`config.mk`:
```
export PLATFORM = sky130hd
export DESIGN_NAME = tx_port_channel_gate_sc_flat
export DESIGN_NICKNAME = d
export VERILOG_FILES = /design/src/rtl/tx_gate_pkg.sv /design/src/rtl/tx_port_channel_gate_sc_if.sv /design/src/rtl/tx_gate_sync_fifo.sv /design/src/rtl/tx_port_channel_gate_sc.sv /design/src/flat_wrapper.sv
export SDC_FILE = /design/constraint.sdc
export NUM_CORES = 2
export LEC_CHECK = 0
export BUFFER_PORTS_ARGS = -buffer_cell sky130_fd_sc_hd__buf_2
export CAP_MARGIN = 40
export CORE_MARGIN = 4
export CORE_UTILIZATION = 54
export CTS_CLUSTER_DIAMETER = 50
export CTS_CLUSTER_SIZE = 40
export DETAILED_ROUTE_END_ITERATION = 10
export PLACE_DENSITY = 0.8
export RECOVER_POWER = 50
export SYNTH_ARGS = -nofsm -noshare
export SYNTH_HDL_FRONTEND = slang
export SYNTH_SLANG_ARGS = --single-unit
```
`constraint.sdc`:
```
create_clock -name clk -period 20.5 [get_ports clk]
set_input_delay 4.1 -clock clk [delete_from_list [all_inputs] [get_ports clk]]
set_output_delay 4.1 -clock clk [all_outputs]
set_load 0.05 [all_outputs]
```
`src/rtl/tx_gate_pkg.sv`:
```
// Shared definitions for the single-clock TX channel gate: FSM states, entry tags,
// header field placement and the close-marker flag position.
package tx_gate_pkg;

    typedef enum logic [1:0] {
        ST_IDLE    = 2'd0,
        ST_OPENING = 2'd1,
        ST_OPEN    = 2'd2,
        ST_CLOSED  = 2'd3
    } gate_state_t;

    localparam logic TAG_CTRL = 1'b1;
    localparam logic TAG_DATA = 1'b0;

    localparam int HDR_LAST_BIT = 0;
    localparam int HDR_OFF_LSB  = 1;
    localparam int HDR_OFF_W    = 31;
    localparam int HDR_LEN_LSB  = 32;
    localparam int HDR_LEN_W    = 32;

    localparam int WORD_CNT_W = 32;

    // Close markers set the top payload bit so they never look like a header.
    function automatic int marker_flag_bit(input int data_width);
        return data_width - 1;
    endfunction

endpackage

```
`src/rtl/tx_port_channel_gate_sc_if.sv`:
```
// Channel-side and reader-side signals of the TX channel gate; the gate is the slave,
// the user channel plus tx_port reader together form the master.
interface tx_port_channel_gate_sc_if #(
    parameter int C_DATA_WIDTH = 256
);
    logic                    chnl_tx;
    logic                    chnl_tx_ack;
    logic                    chnl_tx_last;
    logic [31:0]             chnl_tx_len;
    logic [30:0]             chnl_tx_off;
    logic [C_DATA_WIDTH-1:0] chnl_tx_data;
    logic                    chnl_tx_data_valid;
    logic                    chnl_tx_data_ren;
    logic [C_DATA_WIDTH:0]   rd_data;
    logic                    rd_empty;
    logic                    rd_en;

    modport master (
        output chnl_tx, chnl_tx_last, chnl_tx_len, chnl_tx_off,
        output chnl_tx_data, chnl_tx_data_valid, rd_en,
        input  chnl_tx_ack, chnl_tx_data_ren, rd_data, rd_empty
    );

    modport slave (
        input  chnl_tx, chnl_tx_last, chnl_tx_len, chnl_tx_off,
        input  chnl_tx_data, chnl_tx_data_valid, rd_en,
        output chnl_tx_ack, chnl_tx_data_ren, rd_data, rd_empty
    );
endinterface

```
`src/rtl/tx_gate_sync_fifo.sv`:
```
// Single-clock first-word-fall-through FIFO with occupancy count and almost-full flag
// (count >= DEPTH-1). Reads of an empty FIFO are ignored.
module tx_gate_sync_fifo #(
    parameter int WIDTH = 257,
    parameter int DEPTH = 8,
    localparam int AW = $clog2(DEPTH),
    localparam int CW = $clog2(DEPTH + 1)
) (
    input  logic             clk,
    input  logic             rst,
    input  logic             wr_en,
    input  logic [WIDTH-1:0] wr_data,
    input  logic             rd_en,
    output logic [WIDTH-1:0] rd_data,
    output logic [CW-1:0]    count,
    output logic             af
);

    logic [WIDTH-1:0] mem [DEPTH];
    logic [AW-1:0]    wr_ptr_reg;
    logic [AW-1:0]    rd_ptr_reg;
    logic [CW-1:0]    count_reg;
    logic             do_rd;

    assign do_rd = rd_en && (count_reg != '0);

    always_ff @(posedge clk) begin
        if (wr_en) begin
            mem[wr_ptr_reg] <= wr_data;
        end
    end

    // Pointers wrap naturally because DEPTH is a power of two.
    always_ff @(posedge clk or posedge rst) begin
        if (rst) begin
            wr_ptr_reg <= '0;
            rd_ptr_reg <= '0;
            count_reg  <= '0;
        end else begin
            if (wr_en) begin
                wr_ptr_reg <= wr_ptr_reg + AW'(1);
            end
            if (do_rd) begin
                rd_ptr_reg <= rd_ptr_reg + AW'(1);
            end
            if (wr_en && !do_rd) begin
                count_reg <= count_reg + CW'(1);
            end else if (!wr_en && do_rd) begin
                count_reg <= count_reg - CW'(1);
            end
        end
    end

    assign rd_data = mem[rd_ptr_reg];
    assign count   = count_reg;
    assign af      = (count_reg >= CW'(DEPTH - 1));

endmodule

```
`src/rtl/tx_port_channel_gate_sc.sv`:
```
// TX channel gate: queues tagged open headers, channel data and close markers for the
// tx_port reader. Define TXGATE_WORD_COUNT_EN to carry the accepted-word count in markers.
module tx_port_channel_gate_sc
    import tx_gate_pkg::*;
#(
    parameter int C_DATA_WIDTH = 256,
    parameter int C_FIFO_DEPTH = 8
) (
    input  logic clk,
    input  logic rst,
    tx_port_channel_gate_sc_if.slave bus
);

    localparam int C_FIFO_WIDTH    = C_DATA_WIDTH + 1;
    localparam int CNT_W           = $clog2(C_FIFO_DEPTH + 1);
    localparam int MARKER_FLAG_BIT = marker_flag_bit(C_DATA_WIDTH);

    gate_state_t             state_reg;
    logic                    r_chnl_tx_reg;
    logic                    r_chnl_last_reg;
    logic [31:0]             r_chnl_len_reg;
    logic [30:0]             r_chnl_off_reg;
    logic                    ack_reg;
    logic                    open_reg;
    logic                    marker_cnt_reg;
    logic                    wr_en_reg;
    logic [C_FIFO_WIDTH-1:0] wr_data_reg;

    logic [C_FIFO_WIDTH-1:0] header;
    logic [C_FIFO_WIDTH-1:0] marker;
    logic [WORD_CNT_W-1:0]   word_count;
    logic [CNT_W-1:0]        fifo_count;
    logic                    fifo_af;
    logic                    ren;
    logic                    accept;

    tx_gate_sync_fifo #(
        .WIDTH (C_FIFO_WIDTH),
        .DEPTH (C_FIFO_DEPTH)
    ) u_fifo (
        .clk     (clk),
        .rst     (rst),
        .wr_en   (wr_en_reg),
        .wr_data (wr_data_reg),
        .rd_en   (bus.rd_en),
        .rd_data (bus.rd_data),
        .count   (fifo_count),
        .af      (fifo_af)
    );

    assign ren                  = open_reg && !fifo_af;
    assign accept               = ren && bus.chnl_tx_data_valid;
    assign bus.chnl_tx_data_ren = ren;
    assign bus.chnl_tx_ack      = ack_reg;
    assign bus.rd_empty         = (fifo_count == '0);

    always_comb begin
        header                                 = '0;
        header[C_FIFO_WIDTH-1]                 = TAG_CTRL;
        header[HDR_LAST_BIT]                   = r_chnl_last_reg;
        header[HDR_OFF_LSB +: HDR_OFF_W]       = r_chnl_off_reg;
        header[HDR_LEN_LSB +: HDR_LEN_W]       = r_chnl_len_reg;
        marker                                 = '0;
        marker[C_FIFO_WIDTH-1]                 = TAG_CTRL;
        marker[MARKER_FLAG_BIT]                = 1'b1;
        marker[WORD_CNT_W-1:0]                 = word_count;
    end

`ifdef TXGATE_WORD_COUNT_EN
    localparam logic [WORD_CNT_W:0] BEAT_WORDS = (WORD_CNT_W + 1)'(C_DATA_WIDTH / 32);

    logic [WORD_CNT_W-1:0] word_cnt_reg;
    logic [WORD_CNT_W:0]   word_sum;

    assign word_sum = {1'b0, word_cnt_reg} + BEAT_WORDS;

    always_ff @(posedge clk or posedge rst) begin
        if (rst) begin
            word_cnt_reg <= '0;
        end else if (state_reg == ST_IDLE) begin
            word_cnt_reg <= '0;
        end else if (accept) begin
            word_cnt_reg <= word_sum[WORD_CNT_W] ? '1 : word_sum[WORD_CNT_W-1:0];
        end
    end

    assign word_count = word_cnt_reg;
`else
    assign word_count = '0;
`endif

    // Every write is registered one cycle and only issued while not almost-full,
    // which leaves exactly one slot for the write already in flight.
    always_ff @(posedge clk or posedge rst) begin
        if (rst) begin
            state_reg       <= ST_IDLE;
            r_chnl_tx_reg   <= 1'b0;
            r_chnl_last_reg <= 1'b0;
            r_chnl_len_reg  <= '0;
            r_chnl_off_reg  <= '0;
            ack_reg         <= 1'b0;
            open_reg        <= 1'b0;
            marker_cnt_reg  <= 1'b0;
            wr_en_reg       <= 1'b0;
            wr_data_reg     <= '0;
        end else begin
            r_chnl_tx_reg   <= bus.chnl_tx;
            r_chnl_last_reg <= bus.chnl_tx_last;
            r_chnl_len_reg  <= bus.chnl_tx_len;
            r_chnl_off_reg  <= bus.chnl_tx_off;
            ack_reg         <= 1'b0;
            wr_en_reg       <= 1'b0;

            case (state_reg)
                ST_IDLE: begin
                    if (r_chnl_tx_reg && !fifo_af) begin
                        wr_en_reg   <= 1'b1;
                        wr_data_reg <= header;
                        ack_reg     <= 1'b1;
                        state_reg   <= ST_OPENING;
                    end
                end
                ST_OPENING: begin
                    if (!r_chnl_tx_reg) begin
                        state_reg <= ST_CLOSED;
                    end else if (!fifo_af) begin
                        open_reg  <= bus.chnl_tx && r_chnl_tx_reg;
                        state_reg <= ST_OPEN;
                    end
                end
                ST_OPEN: begin
                    open_reg <= bus.chnl_tx && r_chnl_tx_reg;
                    if (accept) begin
                        wr_en_reg   <= 1'b1;
                        wr_data_reg <= {TAG_DATA, bus.chnl_tx_data};
                    end
                    if (!r_chnl_tx_reg) begin
                        state_reg <= ST_CLOSED;
                    end
                end
                ST_CLOSED: begin
                    if (!fifo_af) begin
                        wr_en_reg      <= 1'b1;
                        wr_data_reg    <= marker;
                        marker_cnt_reg <= !marker_cnt_reg;
                        if (marker_cnt_reg) begin
                            state_reg <= ST_IDLE;
                        end
                    end
                end
                default: state_reg <= ST_IDLE;
            endcase
        end
    end

endmodule
```
`src/flat_wrapper.sv`:
```
// flat-port wrapper written by rule: the top's interface ports become plain ports
module tx_port_channel_gate_sc_flat import tx_gate_pkg::*;
#(
    parameter int C_DATA_WIDTH = 256,
    parameter int C_FIFO_DEPTH = 8
)
  (clk, rst, bus_chnl_tx, bus_chnl_tx_last, bus_chnl_tx_len, bus_chnl_tx_off, bus_chnl_tx_data, bus_chnl_tx_data_valid, bus_rd_en, bus_chnl_tx_ack, bus_chnl_tx_data_ren, bus_rd_data, bus_rd_empty);
  tx_port_channel_gate_sc_if #(.C_DATA_WIDTH(C_DATA_WIDTH)) bus_i ();
  input  logic clk;
  input  logic rst;
  input wire logic [$bits(bus_i.chnl_tx)-1:0] bus_chnl_tx;
  input wire logic [$bits(bus_i.chnl_tx_last)-1:0] bus_chnl_tx_last;
  input wire logic [$bits(bus_i.chnl_tx_len)-1:0] bus_chnl_tx_len;
  input wire logic [$bits(bus_i.chnl_tx_off)-1:0] bus_chnl_tx_off;
  input wire logic [$bits(bus_i.chnl_tx_data)-1:0] bus_chnl_tx_data;
  input wire logic [$bits(bus_i.chnl_tx_data_valid)-1:0] bus_chnl_tx_data_valid;
  input wire logic [$bits(bus_i.rd_en)-1:0] bus_rd_en;
  output wire logic [$bits(bus_i.chnl_tx_ack)-1:0] bus_chnl_tx_ack;
  output wire logic [$bits(bus_i.chnl_tx_data_ren)-1:0] bus_chnl_tx_data_ren;
  output wire logic [$bits(bus_i.rd_data)-1:0] bus_rd_data;
  output wire logic [$bits(bus_i.rd_empty)-1:0] bus_rd_empty;
  assign bus_i.chnl_tx = bus_chnl_tx;
  assign bus_i.chnl_tx_last = bus_chnl_tx_last;
  assign bus_i.chnl_tx_len = bus_chnl_tx_len;
  assign bus_i.chnl_tx_off = bus_chnl_tx_off;
  assign bus_i.chnl_tx_data = bus_chnl_tx_data;
  assign bus_i.chnl_tx_data_valid = bus_chnl_tx_data_valid;
  assign bus_i.rd_en = bus_rd_en;
  assign bus_chnl_tx_ack = bus_i.chnl_tx_ack;
  assign bus_chnl_tx_data_ren = bus_i.chnl_tx_data_ren;
  assign bus_rd_data = bus_i.rd_data;
  assign bus_rd_empty = bus_i.rd_empty;
  tx_port_channel_gate_sc #(.C_DATA_WIDTH(C_DATA_WIDTH), .C_FIFO_DEPTH(C_FIFO_DEPTH)) u_core (.clk(clk), .rst(rst), .bus(bus_i));
endmodule
```
---- Word level (Yosys, flattened, before mapping) ----
Memories as Yosys holds them, arrays and structs flattened.
Index checks and enable logic that the tools add are counted.
storage, ports and cells
  bits in registers ....................... 338
  memory bits (writable) .................. 2056
  memories ................................ 1
memory list
  name               words  width  rd ports  clocked after memory_dff  write ports  RTL line                 source
  u_core.u_fifo.mem  8      257    1         0                         1            tx_gate_sync_fifo.sv:19  logic [WIDTH-1:0] mem [DEPTH];
operators by class
  add/subtract/negate cells ............... 4
  $lt $le $gt $ge ......................... 1
  eq/ne operators ......................... 11
  multiplexer cells ....................... 23
  bitwise operators ....................... 1
  reductions and logical operators ........ 21
operator list
  cell                   number
  $mux W257              3
  $pmux W257 S3          1
  $mux W2                6
  $mux W1                8
  $mux W4                2
  $ne A2 B1 Y1 const B   4
  $pmux W2 S4            1
  $logic_and A1 B1 Y1    7
  $add A3 B1 Y3 const B  2
  $ne A2 B2 Y1 const B   3
  $reduce_and A5 Y1      1
  $add A4 B1 Y4 const B  1
  $eq A2 B2 Y1 const B   2
  $ge A4 B3 Y1 const B   1
  $logic_not A1 Y1       4
  $logic_not A4 Y1       1
  $reduce_and A4 Y1      1
  $reduce_bool A2 Y1     2
  $reduce_bool A4 Y1     1
  $sub A4 B1 Y4 const B  1
  $ne A3 B3 Y1 const B   1
  $pmux W1 S3            1
  $reduce_and A3 Y1      1
  $reduce_bool A3 Y1     1
  other kinds (5)        5

---- Logic depth before layout (Yosys ltp) ----
  depth in word-level cells ............... 6
  gate-level depth with buffers ........... 8
  gate-level depth less buffers ........... 8

---- Modules after synthesis ----
From an unflattened synthesis, not the netlist that was laid out.
second synthesis, totals
  cells, all modules ...................... 4329
  area, all modules ....................... 90561.9 µm²
modules (own cells, without submodules)
  module                   instances  cells an instance  area an instance (µm²)  sequential area each (µm²)
  tx_gate_sync_fifo        1          3030               77690.8                 61989.5
  tx_port_channel_gate_sc  1          1299               12871.1                 8207.9

---- Worst setup path after synthesis ----
OpenSTA, ideal clock, no wires.
  path type ............................... register to register
  start point ............................. reg u_core.u_fifo.wr_ptr_reg[2]
  end point ............................... mem u_core.u_fifo.mem[0][0] (enable)
  arrival ................................. 17859 ps
  data required time ...................... 19311 ps
  slack ................................... 1452 ps
  cell stages (with the launch flop) ...... 3
  buffers on the path ..................... 0
  clock period less this slack ............ 19048 ps
  path through ............................ dfrtp_1 > nand2b_1 > nor3_1
RTL lines
  what                    RTL line                 source
  from (decl)             tx_gate_sync_fifo.sv:20  logic [AW-1:0] wr_ptr_reg;
  from (signal assigned)  tx_gate_sync_fifo.sv:41  wr_ptr_reg <= wr_ptr_reg + AW'(1);
  to (decl)               tx_gate_sync_fifo.sv:19
No word-level cell before the write port.

---- Final worst setup path ----
  start point ............................. reg u_core.u_fifo.rd_ptr_reg[1]
  end point ............................... out bus_rd_data[176]
between the ends
  cells in the longest elaborated chain, start to end .. 1
ends and longest elaborated chain
  what                    RTL line                 source
  from (decl)             tx_gate_sync_fifo.sv:21  logic [AW-1:0] rd_ptr_reg;
  from (signal assigned)  tx_gate_sync_fifo.sv:44  rd_ptr_reg <= rd_ptr_reg + AW'(1);
  $mem_v2 Z8 W257         -
  to (decl)               flat_wrapper.sv:20       output wire logic [$bits(bus_i.rd_data)-1:0] bus_rd_data;
No other way between the ends.

==> flow_summary.ini <==
[outcome]
status = complete, but fails checks
violations = capacitance limit, slew limit

[cts]
postCtsSetupRepairBufs = 0
cts_hold_buf = 0
cts_resized = 0
cts_root_buffer = clkbuf_16
insertion_delay_ns = 0.83
cts_buffer_depth = 3
clock-sinks = 2394
cts_tree = built
numCtsBuffers = 162
h-tree-depth = 4
path_clk_slew_ns = 0.10

[global_route]
grt_max_degree = 121
grtUsageMet1_pct = 29.1
met3_usage_pct = 3.11
globalRoute.busiestLayer = met2
overflow = 0
antenna_found_initial = 25
grt.total_usage_pct = 22.5
grt_pass1_vias = 45600
met2_usage_pct = 38.2
grt_pass1_wl_mm = 293

[drt]
ant_nets = 0
first_iter_violations = 4492
first_pass_iters = 5
routed_wl_mm = 197
vias = 43100
drc = 0
wl_per_cell_um = 26.9
viasPerCell = 5.91

[logic_synthesis]
synthCells = 4302
synth-seq-area-share_pct = 76.6
synth_compound_area_share_pct = 0.513
synth.top_cell.area_share_pct = 67.4
synth_warnings = 0
synth_top_area_cell = edfxtp_1
synth_top_family_by_area = multiplexers
synth-seq-cells = 2394
synth_area_leaders = edfxtp_1 (67%), mux4_2 (13%), dfrtp_1 (9.2%)
syn_nets = 4639
async_flop_share_pct = 14.1
ys_types = 38
synth-adder-area-share_pct = 0.172
synth.avg_cell_area_um2 = 21.3
synth_commonest_cells = edfxtp_1 (2,056), mux4_2 (514), dfrtp_1 (338), inv_1 (263), mux2_2 (260)
synth_xor_area_share_pct = 0.0669
synthesis.area_um2 = 91600
yosysMostFrequentCell = edfxtp_1
synth_simple_gate_area_share_pct = 1.49
ys_dominant_reg_cell = edfxtp_1
synthMuxAreaShare_pct = 18.7
synth_edf_count = 2056

[floorplan]
die_w_um = 420
rows = 150
die_h_um = 420
die-area_um2 = 176000
initial_core_util_pct = 54.6
fp.coreArea_um2 = 168000
ios = 585

[power]
pwr-share-seq_pct = 42.7
p_comb_share_pct = 36.0
pwr-share-clk_pct = 21.3
ir_worst_vdd_mv = 0.260
cellPowerDensity_nw_per_um2 = 163
intPower_mw = 10.5
switching_share_pct = 37.8
p_sw_mw = 6.39
finalPower_mw = 16.9
leakagePower_nw = 36.1

[setup_path]
criticalPathCategory = reg -> out
cp.arrival_ns = 5.80
crit_start = u_core.u_fifo.rd_ptr_reg[1]$_DFFE_PP0P_
critPathCaptureType = output port
cp.required_ns = 16.40
critPathLaunchType = flop
path_max_fanout = 58
worstReg2RegStart = u_core.wr_en_reg$_DFF_PP0_

[layout]
fin_util_pct = 61.6
nets = 5276
largest_reg_flops = 2056
syn2layout_area_growth_pct = 13.0
drive_gt1_share_pct = 34.5

[sta]
hold_viol = 0
maxSlewHeadroom_pct = -477
rsz0062_at_grt = false
fmax_mhz = 101
worstMarginPinSlew_ns = 8.66
finalMaxSlewViolations = 669
final.min_clock_period_ns = 9.90
finalCritPeriodShare_pct = 48.3
fin_setup_tns_ns = 0
setup_viol = 0
skew_ns = 0.0410

[placement]
gp_congestion = 0.767
dpl.hpwl_mm = 114
portBuffers = 584

[hold_path]
hp-start = u_core.marker_cnt_reg$_DFFE_PP0P_
min_path_type = reg -> reg

[job]
max-cap-violations = 14
==> worst max-delay path, cell delays in order, from the launching register on <==
cell and delay (ns):
dfrtp_4 0.90, buf_4 0.40, buf_16 0.29, buf_4 0.69
buf_4 0.67, buf_4 0.58, buf_16 0.32, mux4_2 0.36
mux2_2 0.30, buf_2 0.22
==> placed cells by master, fill, tap and decap left out, types with 3 or more instances in the layout <==
cell type,instances
a21oi_1,67
nand2b_1,4
diode_2,12
nor2_1,7
clkinvlp_4,6
inv_6,29
mux2i_1,259
inv_12,11
clkinv_4,5
o21ai_0,4
clkinv_1,4
o31ai_1,3
inv_8,19
mux2_2,260
clkinv_16,5
inv_1,262
clkbuf_16,168
clkinv_8,28
buf_4,56
buf_16,22
buf_12,14
edfxtp_1,2056
nand2_1,204
dfrtp_4,3
clkinv_2,6
clkbuf_1,22
inv_16,6
xnor2_1,6
mux4_2,514
buf_2,584
bufinv_16,10
ha_1,9
nor3b_1,64
nor3_1,5
dfrtp_1,335
==> cells by family (layout without fill, tap and decap cells) <==
kind of cell               after synthesis  in the layout
DFF                                   2394           2394
muxes                                 1033           1033
buffers and inverters                  480           1259
and+or+nand+nor                        292            292
AOI/OAI and AO/OA                       84             84
adders and majority gates               12             12
xor gates and xnor gates                 7              7
other                                    0             12
==> power by group through the flow <==
stage	clock network [mW]	registers [mW]	logic, mW
finish	3.59	7.22	6.08
detailed placement	0	7.30	6.14
global route	3.87	7.33	6.39
global placement	0	7.23	5.94
floorplan	0	7.17	4.75
CTS	3.66	7.19	6.19
==> cell type report <==
type	count	area, um^2
Fill cell	11100	64400
Clock buffer	178	4260
Inverter	263	995
Sequential cell	2394	70200
Antenna cell	12	30.0
Timing Repair Buffer	690	4280
Tap cell	2204	2760
Clock inverter	128	1800
Multi-Input combinational cell	1428	19200
==> routing by layer <==
metal | share of wire [%] | wire [um] | vias up
met5 | 0.0066 | 13 | -
met4 | 4.5 | 8920 | 2
met3 | 5.3 | 10500 | 385
met2 | 52 | 102000 | 1613
met1 | 38 | 74700 | 22800
li1 | - | - | 18300
==> stage by stage <==
step	setup slack [ns]	std cells	area, um^2	hold WS, ns
after CTS	10.52	7285	104000	0.475
after global placement	10.85	6944	96800	0.452
after floorplan	1.45	4302	91600	0.437
after detailed placement	11.49	6979	97700	0.454
final	10.60	7297	104000	0.477
after global routing	10.28	7296	104000	0.513
==> path summary, 6_finish.rpt <==
| path | endpoint | slack (ns) | cells after the start |
|---|---|---|---|
| worst min-delay path | u_core.marker_cnt_reg$_DFFE_PP0P_ | 0.48 | 1 |
| worst max register to register | u_core.u_fifo.mem[5][200]$_DFFE_PP_ | 11.03 | 6 |
| max in group asynchronous | u_core.wr_data_reg[229]$_DFFE_PP0P_ | 15.73 | 3 |
| min in group asynchronous | u_core.wr_data_reg[78]$_DFFE_PP0P_ | 3.41 | 2 |
| worst max-delay path | bus_rd_data[176] | 10.60 | 9 |
| worst min register to register | u_core.marker_cnt_reg$_DFFE_PP0P_ | 0.48 | 1 |
Note: power is estimated with default switching activity, not from simulation.
